<file path="src/rtl/mult_pkg.sv">
// Shared constants and FSM state encoding for the arbitrated shift-add multiplier.
package mult_pkg;

    localparam int unsigned WIDTH_DEFAULT = 16;

    typedef logic [1:0] state_t;

    localparam state_t IDLE = 2'd0;
    localparam state_t RUN  = 2'd1;
    localparam state_t DONE = 2'd2;

endpackage

</file>
<file path="src/rtl/mult_shift_add_dp.sv">
// Shift-add multiplier datapath: operand registers, accumulator and bit counter.
module mult_shift_add_dp
    import mult_pkg::*;
#(
    parameter int unsigned WIDTH = WIDTH_DEFAULT
) (
    input  logic               clk,
    input  logic               rst_n,
    input  logic               load_i,
    input  logic               step_i,
    input  logic [WIDTH-1:0]   a_i,
    input  logic [WIDTH-1:0]   b_i,
    input  logic               id_i,
    output logic [2*WIDTH-1:0] acc_o,
    output logic               id_o,
    output logic               last_o
);

    localparam int unsigned CntW = (WIDTH > 1) ? $clog2(WIDTH) : 1;

    logic [WIDTH-1:0]   a_q, a_d;
    logic [2*WIDTH-1:0] b_q, b_d;
    logic [2*WIDTH-1:0] acc_q, acc_d;
    logic [CntW-1:0]    cnt_q, cnt_d;
    logic               id_q, id_d;

    // a shifts right and b shifts left each step, so a_q[0] and b_q are always
    // bit i of the multiplier and (b << i) for the current step i.
    always_comb begin
        a_d   = a_q;
        b_d   = b_q;
        acc_d = acc_q;
        cnt_d = cnt_q;
        id_d  = id_q;
        if (load_i) begin
            a_d   = a_i;
            b_d   = {{WIDTH{1'b0}}, b_i};
            acc_d = '0;
            cnt_d = '0;
            id_d  = id_i;
        end else if (step_i) begin
            if (a_q[0]) begin
                acc_d = acc_q + b_q;
            end
            a_d   = a_q >> 1;
            b_d   = b_q << 1;
            cnt_d = cnt_q + CntW'(1);
        end
    end

    always_ff @(posedge clk or negedge rst_n) begin
        if (!rst_n) begin
            a_q   <= '0;
            b_q   <= '0;
            acc_q <= '0;
            cnt_q <= '0;
            id_q  <= 1'b0;
        end else begin
            a_q   <= a_d;
            b_q   <= b_d;
            acc_q <= acc_d;
            cnt_q <= cnt_d;
            id_q  <= id_d;
        end
    end

    assign acc_o  = acc_q;
    assign id_o   = id_q;
    assign last_o = (cnt_q == CntW'(WIDTH - 1));

endmodule

</file>
<file path="src/rtl/mult_arbiter_seq.sv">
// Two-port round-robin arbiter in front of a sequential shift-add multiplier.
module mult_arbiter_seq
    import mult_pkg::*;
#(
    parameter int unsigned WIDTH = WIDTH_DEFAULT
) (
    input  logic               clk,
    input  logic               rst_n,
    input  logic               in0_valid,
    output logic               in0_ready,
    input  logic [WIDTH-1:0]   in0_a,
    input  logic [WIDTH-1:0]   in0_b,
    input  logic               in1_valid,
    output logic               in1_ready,
    input  logic [WIDTH-1:0]   in1_a,
    input  logic [WIDTH-1:0]   in1_b,
    output logic               out_valid,
    input  logic               out_ready,
    output logic [2*WIDTH-1:0] out_product,
    output logic               out_id,
    output logic               busy
);

    state_t state_q, state_d;
    logic   last_q, last_d;
    logic   idle;
    logic   grant_id;
    logic   accept;
    logic   dp_last;
    logic [WIDTH-1:0] sel_a, sel_b;

    assign idle = (state_q == IDLE);

    // Reset value of last_q is 1 so port 0 wins the first contested grant.
    always_comb begin
        grant_id = in1_valid;
        if (in0_valid && in1_valid) begin
            grant_id = ~last_q;
        end
    end

    assign accept    = idle && (in0_valid || in1_valid);
    assign in0_ready = idle && in0_valid && !grant_id;
    assign in1_ready = idle && in1_valid && grant_id;
    assign sel_a     = grant_id ? in1_a : in0_a;
    assign sel_b     = grant_id ? in1_b : in0_b;

    always_comb begin
        state_d = state_q;
        last_d  = last_q;
        case (state_q)
            IDLE: begin
                if (accept) begin
                    state_d = RUN;
                    last_d  = grant_id;
                end
            end
            RUN: begin
                if (dp_last) begin
                    state_d = DONE;
                end
            end
            DONE: begin
                if (out_ready) begin
                    state_d = IDLE;
                end
            end
            default: state_d = IDLE;
        endcase
    end

    always_ff @(posedge clk or negedge rst_n) begin
        if (!rst_n) begin
            state_q <= IDLE;
            last_q  <= 1'b1;
        end else begin
            state_q <= state_d;
            last_q  <= last_d;
        end
    end

    mult_shift_add_dp #(
        .WIDTH (WIDTH)
    ) u_dp (
        .clk    (clk),
        .rst_n  (rst_n),
        .load_i (accept),
        .step_i (state_q == RUN),
        .a_i    (sel_a),
        .b_i    (sel_b),
        .id_i   (grant_id),
        .acc_o  (out_product),
        .id_o   (out_id),
        .last_o (dp_last)
    );

    assign out_valid = (state_q == DONE);
    assign busy      = !idle;

endmodule

</file>
<file path="config.mk">
export PLATFORM = sky130hd
export DESIGN_NAME = mult_arbiter_seq
export DESIGN_NICKNAME = d
export VERILOG_FILES = /design/src/rtl/mult_pkg.sv /design/src/rtl/mult_shift_add_dp.sv /design/src/rtl/mult_arbiter_seq.sv
export SDC_FILE = /design/constraint.sdc
export NUM_CORES = 1
export LEC_CHECK = 0
export CAP_MARGIN = 20
export CORE_MARGIN = 3
export CORE_UTILIZATION = 40
export DETAILED_ROUTE_END_ITERATION = 10
export PLACE_DENSITY = 0.73
export SYNTH_ARGS = -nofsm -noshare
export SYNTH_HDL_FRONTEND = slang
export SYNTH_SLANG_ARGS = --single-unit
export TNS_END_PERCENT = 5
</file>
<file path="constraint.sdc">
create_clock -name clk -period 5.4 [get_ports clk]
set_input_delay 1.08 -clock clk [delete_from_list [all_inputs] [get_ports clk]]
set_output_delay 1.08 -clock clk [all_outputs]
set_load 0.005 [all_outputs]
</file>
---- Yosys cells after proc, flatten, opt, wreduce, memory -nomap -nowiden ----
Cells that the tools add are included.
storage, ports and cells
  register bits after elaboration ......... 88
  word-level logic and storage cells ...... 47
  bits of input ports ..................... 69
cells by class
  bitwise gates (word level) .............. 1
  muxes and demuxes ....................... 16
  reduce and logical (&&, ||, !) cells .... 15
  add/subtract/negate cells ............... 2
  equality and inequality tests ........... 6
operators with widths
  cell                 number
  $mux 32              5
  $mux 16              4
  $add 32x32->32       1
  $mux 4               2
  $logic_and 1x1->1    6
  $mux 2               3
  $pmux 2 s3           1
  $add 4x1->4 const B  1
  $eq 4x4->1 const B   1
  $ne 2x1->1 const B   2
  $reduce_and 2->1     2
  $reduce_bool 2->1    2
  $reduce_and 3->1     1
  $eq 2x1->1 const B   1
  $eq 2x2->1 const B   1
  $logic_not 1->1      2
  $logic_not 2->1      1
  $ne 2x2->1 const B   1
  $logic_or 1x1->1     1
  $mux 1               1
  $not 1->1            1

---- Depth between registers and ports, before layout ----
  depth after elaboration ................. 4
  mapped depth ............................ 11
  depth with buffers taken out ............ 11

---- Hierarchy ----
From an unflattened synthesis, not the netlist that was laid out.
unflattened totals
  cells, all modules ...................... 618
  area total of the unflattened synthesis .. 5,770.5 µm²
modules (own cells, without submodules)
  module             times used  area an instance (µm²)  cells each  seq. area each (µm²)
  mult_shift_add_dp  1           5,188.7                 564         2,127.0
  mult_arbiter_seq   1           581.8                   54          76.3

---- Worst setup path before layout ----
No wires, ideal clock.
  path kind ............................... input -> output
  start point ............................. input in1_valid
  end point ............................... output in0_ready
  path buffers ............................ 2
  cell stages on the path ................. 4
  slack ................................... 2.081 ns
  arrival time ............................ 2.239 ns
  path through ............................ a21boi_1 -> clkbuf_1 -> clkbuf_1 -> nor2_1
on the way
  longest elaborated chain between the ends .. 4
RTL lines
  element              line                    text
  start, declared      mult_arbiter_seq.sv:13  input logic in1_valid,
  $logic_and 1x1->1    mult_arbiter_seq.sv:37  if (in0_valid && in1_valid) begin
  $mux 1 *             mult_arbiter_seq.sv:37
  $logic_not 1->1 *    mult_arbiter_seq.sv:43  assign in0_ready = idle && in0_valid && !grant_id;
  $logic_and 1x1->1 *  mult_arbiter_seq.sv:43
  end, declared        mult_arbiter_seq.sv:10  output logic in0_ready,
Mark *: on every way between the ends. The rest lies on a longest branch, timed or not.

---- Final worst setup path ----
  start point ............................. input in1_valid
  end point ............................... output in1_ready
on the way
  longest elaborated chain between the ends .. 3
  elaborated cells on any way between the ends .. 4
RTL lines
  element              line                    text
  $logic_and 1x1->1    mult_arbiter_seq.sv:37
  $mux 1               mult_arbiter_seq.sv:37
  $logic_and 1x1->1 *  mult_arbiter_seq.sv:44  assign in1_ready = idle && in1_valid && grant_id;
  end, declared        mult_arbiter_seq.sv:14  output logic in1_ready,
Marks and branches as above.

==> impl_metrics.csv <==
group,metric,value,unit
status,status,"completed",
clock_network,numCtsBuffers,9,
drt,routed_via_density,5.644,
power_and_ir_drop,p_per_area,673.8,nW/um2
clock_network,postCtsSetupBuffers,0,
power_and_ir_drop,sw_frac_of_total,44.79,%
worst_hold_path,hold_path.class,"register to register",
timing,min_period_over_period,75.14,%
place,post_dp_cell_area,6845,um2
timing,maxSlewViolCount,0,
synthesis,avgSynthCellArea,8.523,um2
place,place.detailed.hpwl,10670,um
timing,grt_setup_unrepaired,"no",
critical_path,ff2ff_setup_slack,2.11,ns
critical_path,crit_start,"in1_valid",
clock_network,htree_levels,3,
drt,drc,0,
place,port_buffers,105,
critical_path,r2r-end,"u_dp.acc_o[30]",
critical_path,cp.required,4.32,ns
floorplanning,std_cell_rows,42,
drt,wl_per_cell,16.10,um
run,drv_cap,0,
power_and_ir_drop,p_sw,2.175,mW
drt,first_pass_iters,5,
floorplanning,initial_core_util,41.84,%
floorplanning,die_y,124.9,um
clock_network,cts_tree,"done",
synthesis,synthDominantCellAreaShare,38.53,%
power_and_ir_drop,p_comb_share,59.3,%
clock_network,ctsResizeCount,0,
drt,routed_wl,14920,um
place,gp_congestion,0.9214,
power_and_ir_drop,power.leakage,3.007,nW
synthesis,synth.most_common_cell,"nand2_1",
synthesis,ys_top_cells_by_area,"dfrtp_1, nand2_1, ha_1",
critical_path,r2r-start,"u_dp.acc_o[0]",
clock_network,cts-root-buf,"clkbuf_16",
timing,hold_violations,0,
timing,slew_headroom,32.25,%
cells_and_area,fin_area,7207,um2
drt,drt_iter0_drc,362,
critical_path,crit_arrival,2.98,ns
floorplanning,die-area,15590,um2
synthesis,syn_inst,663,
synthesis,syn_area,5650,um2
critical_path,start_kind,"input port",
power_and_ir_drop,pwr-share-clk,14.6,%
timing,final-setup-viol-count,0,
power_and_ir_drop,ir_worst_vdd,0.2568,mV
global_route,grtUsageTotal,18.89,%
critical_path,reg2reg_depth,11,
timing,max_slew.worst_pin.slew,1.012,ns
global_route,grt_pass1_wl,24500,um
worst_hold_path,worst_hold_path.num_cells,1,
timing,fmaxAchievable,246.5,MHz
global_route,grt_pass1_vias,5060,
timing,fin_crit,4.057,ns
clock_network,path_clk_slew,0.07,ns
floorplanning,core_area,13510,um2
critical_path,criticalPathCategory,"input port to output port",
drt,vias,5232,
floorplanning,die_w,124.9,um
clock_network,postCtsHoldBufs,0,
synthesis,synth_edf_count,0,
global_route,grt_max_degree,66,
clock_network,clk_path_buf_depth,2,
cells_and_area,area_growth,27.55,%
synthesis,ys_warn_count,0,
timing,fin_skew,0.009619,ns
critical_path,critical_path.max_fanout,23,
synthesis,synthArstFlopShare,100.0,%
power_and_ir_drop,intPower,2.681,mW
synthesis,ys_seq_area_share,38.99,%
power_and_ir_drop,seqPwrFrac,26.2,%
synthesis,synth_top_flop_cell,"dfrtp_1",
cells_and_area,n_antenna_cell,0,
clock_network,cts_sinks,88,
synthesis,ys_types,57,
floorplanning,top_level_ports,106,
global_route,antenna_found_initial,0,
drt,drtAntennaViolNets,0,
synthesis,netlist_top_cells_count,"nand2_1, dfrtp_1, o21ai_0, a211oi_1",
synthesis,synth_nets,765,
synthesis,ys_ff_latch,88,
critical_path,cp-endpoint,"in1_ready",
cells_and_area,layout.nets,848,
synthesis,synth_top_area_cell,"dfrtp_1",
clock_network,clk_latency,0.35,ns
cells_and_area,drive_above_1_share,5.859,%
global_route,grt-ovfl-total,0,
timing,setup_tns,0,ns
critical_path,end_kind,"output port",
## power by group through the flow
stage / combinational (mW) / sequential [mW] / clock [mW]
after floorplan: 2.05 / 1.20 / 0
after global placement: 2.73 / 1.26 / 0
after detailed placement: 2.84 / 1.27 / 0
after CTS: 2.86 / 1.27 / 0.721
after global routing: 3.20 / 1.31 / 0.744
final: 2.88 / 1.27 / 0.708
## routing by layer
layer	vias to the layer above	track usage, %	wire [um]
met4	0	6.888	268
met1	2470	25.03	6646
met2	194	31.08	7045
li1	2551	-	-
met5	-	0	0
met3	17	3.302	962
## logic make-up (layout without fill, tap and decap cells)
logic type	Yosys count	after routing	synth area share, %
AO/OA/AOI/OAI	206	206	24.05
XOR/XNOR	18	18	2.790
buffers and inverters	51	139	3.477
multiplexers	4	4	0.7086
AND/OR/NAND/NOR	263	263	22.54
flip-flops	88	88	38.99
adder cells (fa/ha/maj)	33	33	7.440
## how the worst min path moves through the flow
stage          slack [ns]            end     startpoint
6_report             0.50      u_dp.id_o      u_dp.id_o
5_1_grt              0.52      u_dp.id_o      u_dp.id_o
4_1_cts              0.50      u_dp.id_o      u_dp.id_o
3_5_place_dp         0.48      u_dp.id_o      u_dp.id_o
3_3_place_gp         0.47      u_dp.id_o      u_dp.id_o
2_1_floorplan        0.46  u_dp.cnt_q[3]  u_dp.cnt_q[3]
## through the flow
step	worst slack [ns]	instances	util [%]	hold WS (ns)	power [mW]
after floorplan	2.081	663	-	0.4577	3.250
after global placement	1.398	910	50.69	0.4739	3.989
after detailed placement	1.354	910	50.69	0.4757	4.114
after CTS	1.341	926	53.21	0.4957	4.845
after global routing	1.224	927	53.36	0.5233	5.260
final	1.343	927	53.36	0.4970	4.856
## placed cells by master (no fill, tap or decap), drive strengths merged, types with 3 or more instances in the layout
cell type	netlist	final
nand2	141	141
clkdlybuf4s50	0	104
dfrtp	87	87
o21ai	64	64
a211oi	36	36
nor2b	36	36
a31oi	34	34
ha	32	32
a21oi	26	26
nor2	22	22
nand3	18	18
xnor2	12	12
clkbuf	38	12
a21o	11	11
inv	10	10
nand4	9	9
nand2b	9	9
buf	3	9
o31ai	7	7
xor2	6	6
and2	5	5
o21a	5	5
a311oi	5	5
o21bai	4	4
mux2i	4	4
nand3b	3	3
nor3b	3	3
nor4b	3	3
and3	3	3
nor3	3	3
a21boi	3	3
## state kept, by name, summed over array words and instances, names as in the netlist
register / count
state_q: 2
u_dp.a_q: 16
u_dp.b_q: 32
u_dp.acc_o: 32
u_dp.cnt_q: 4
last_q: 1
u_dp.id_o: 1
## worst max-delay path: stages
cell and delay [ns]:
clkdlybuf4s50_1 0.56, a21boi_4 0.56, and2_1 0.26, clkdlybuf4s50_1 0.52
## layout make-up
| cell class | instances | area, um2 |
|---|---|---|
| fillers | 1195 | 6299 |
| multi-input cells | 524 | 3283 |
| flip-flops and latches | 88 | 2203 |
| repair buffers | 113 | 1121 |
| clock buffers | 12 | 266.5 |
| well taps | 176 | 220.2 |
| clock inverters | 4 | 75.07 |
| inverters | 10 | 37.54 |
Note: power is estimated with default switching activity, not from simulation.
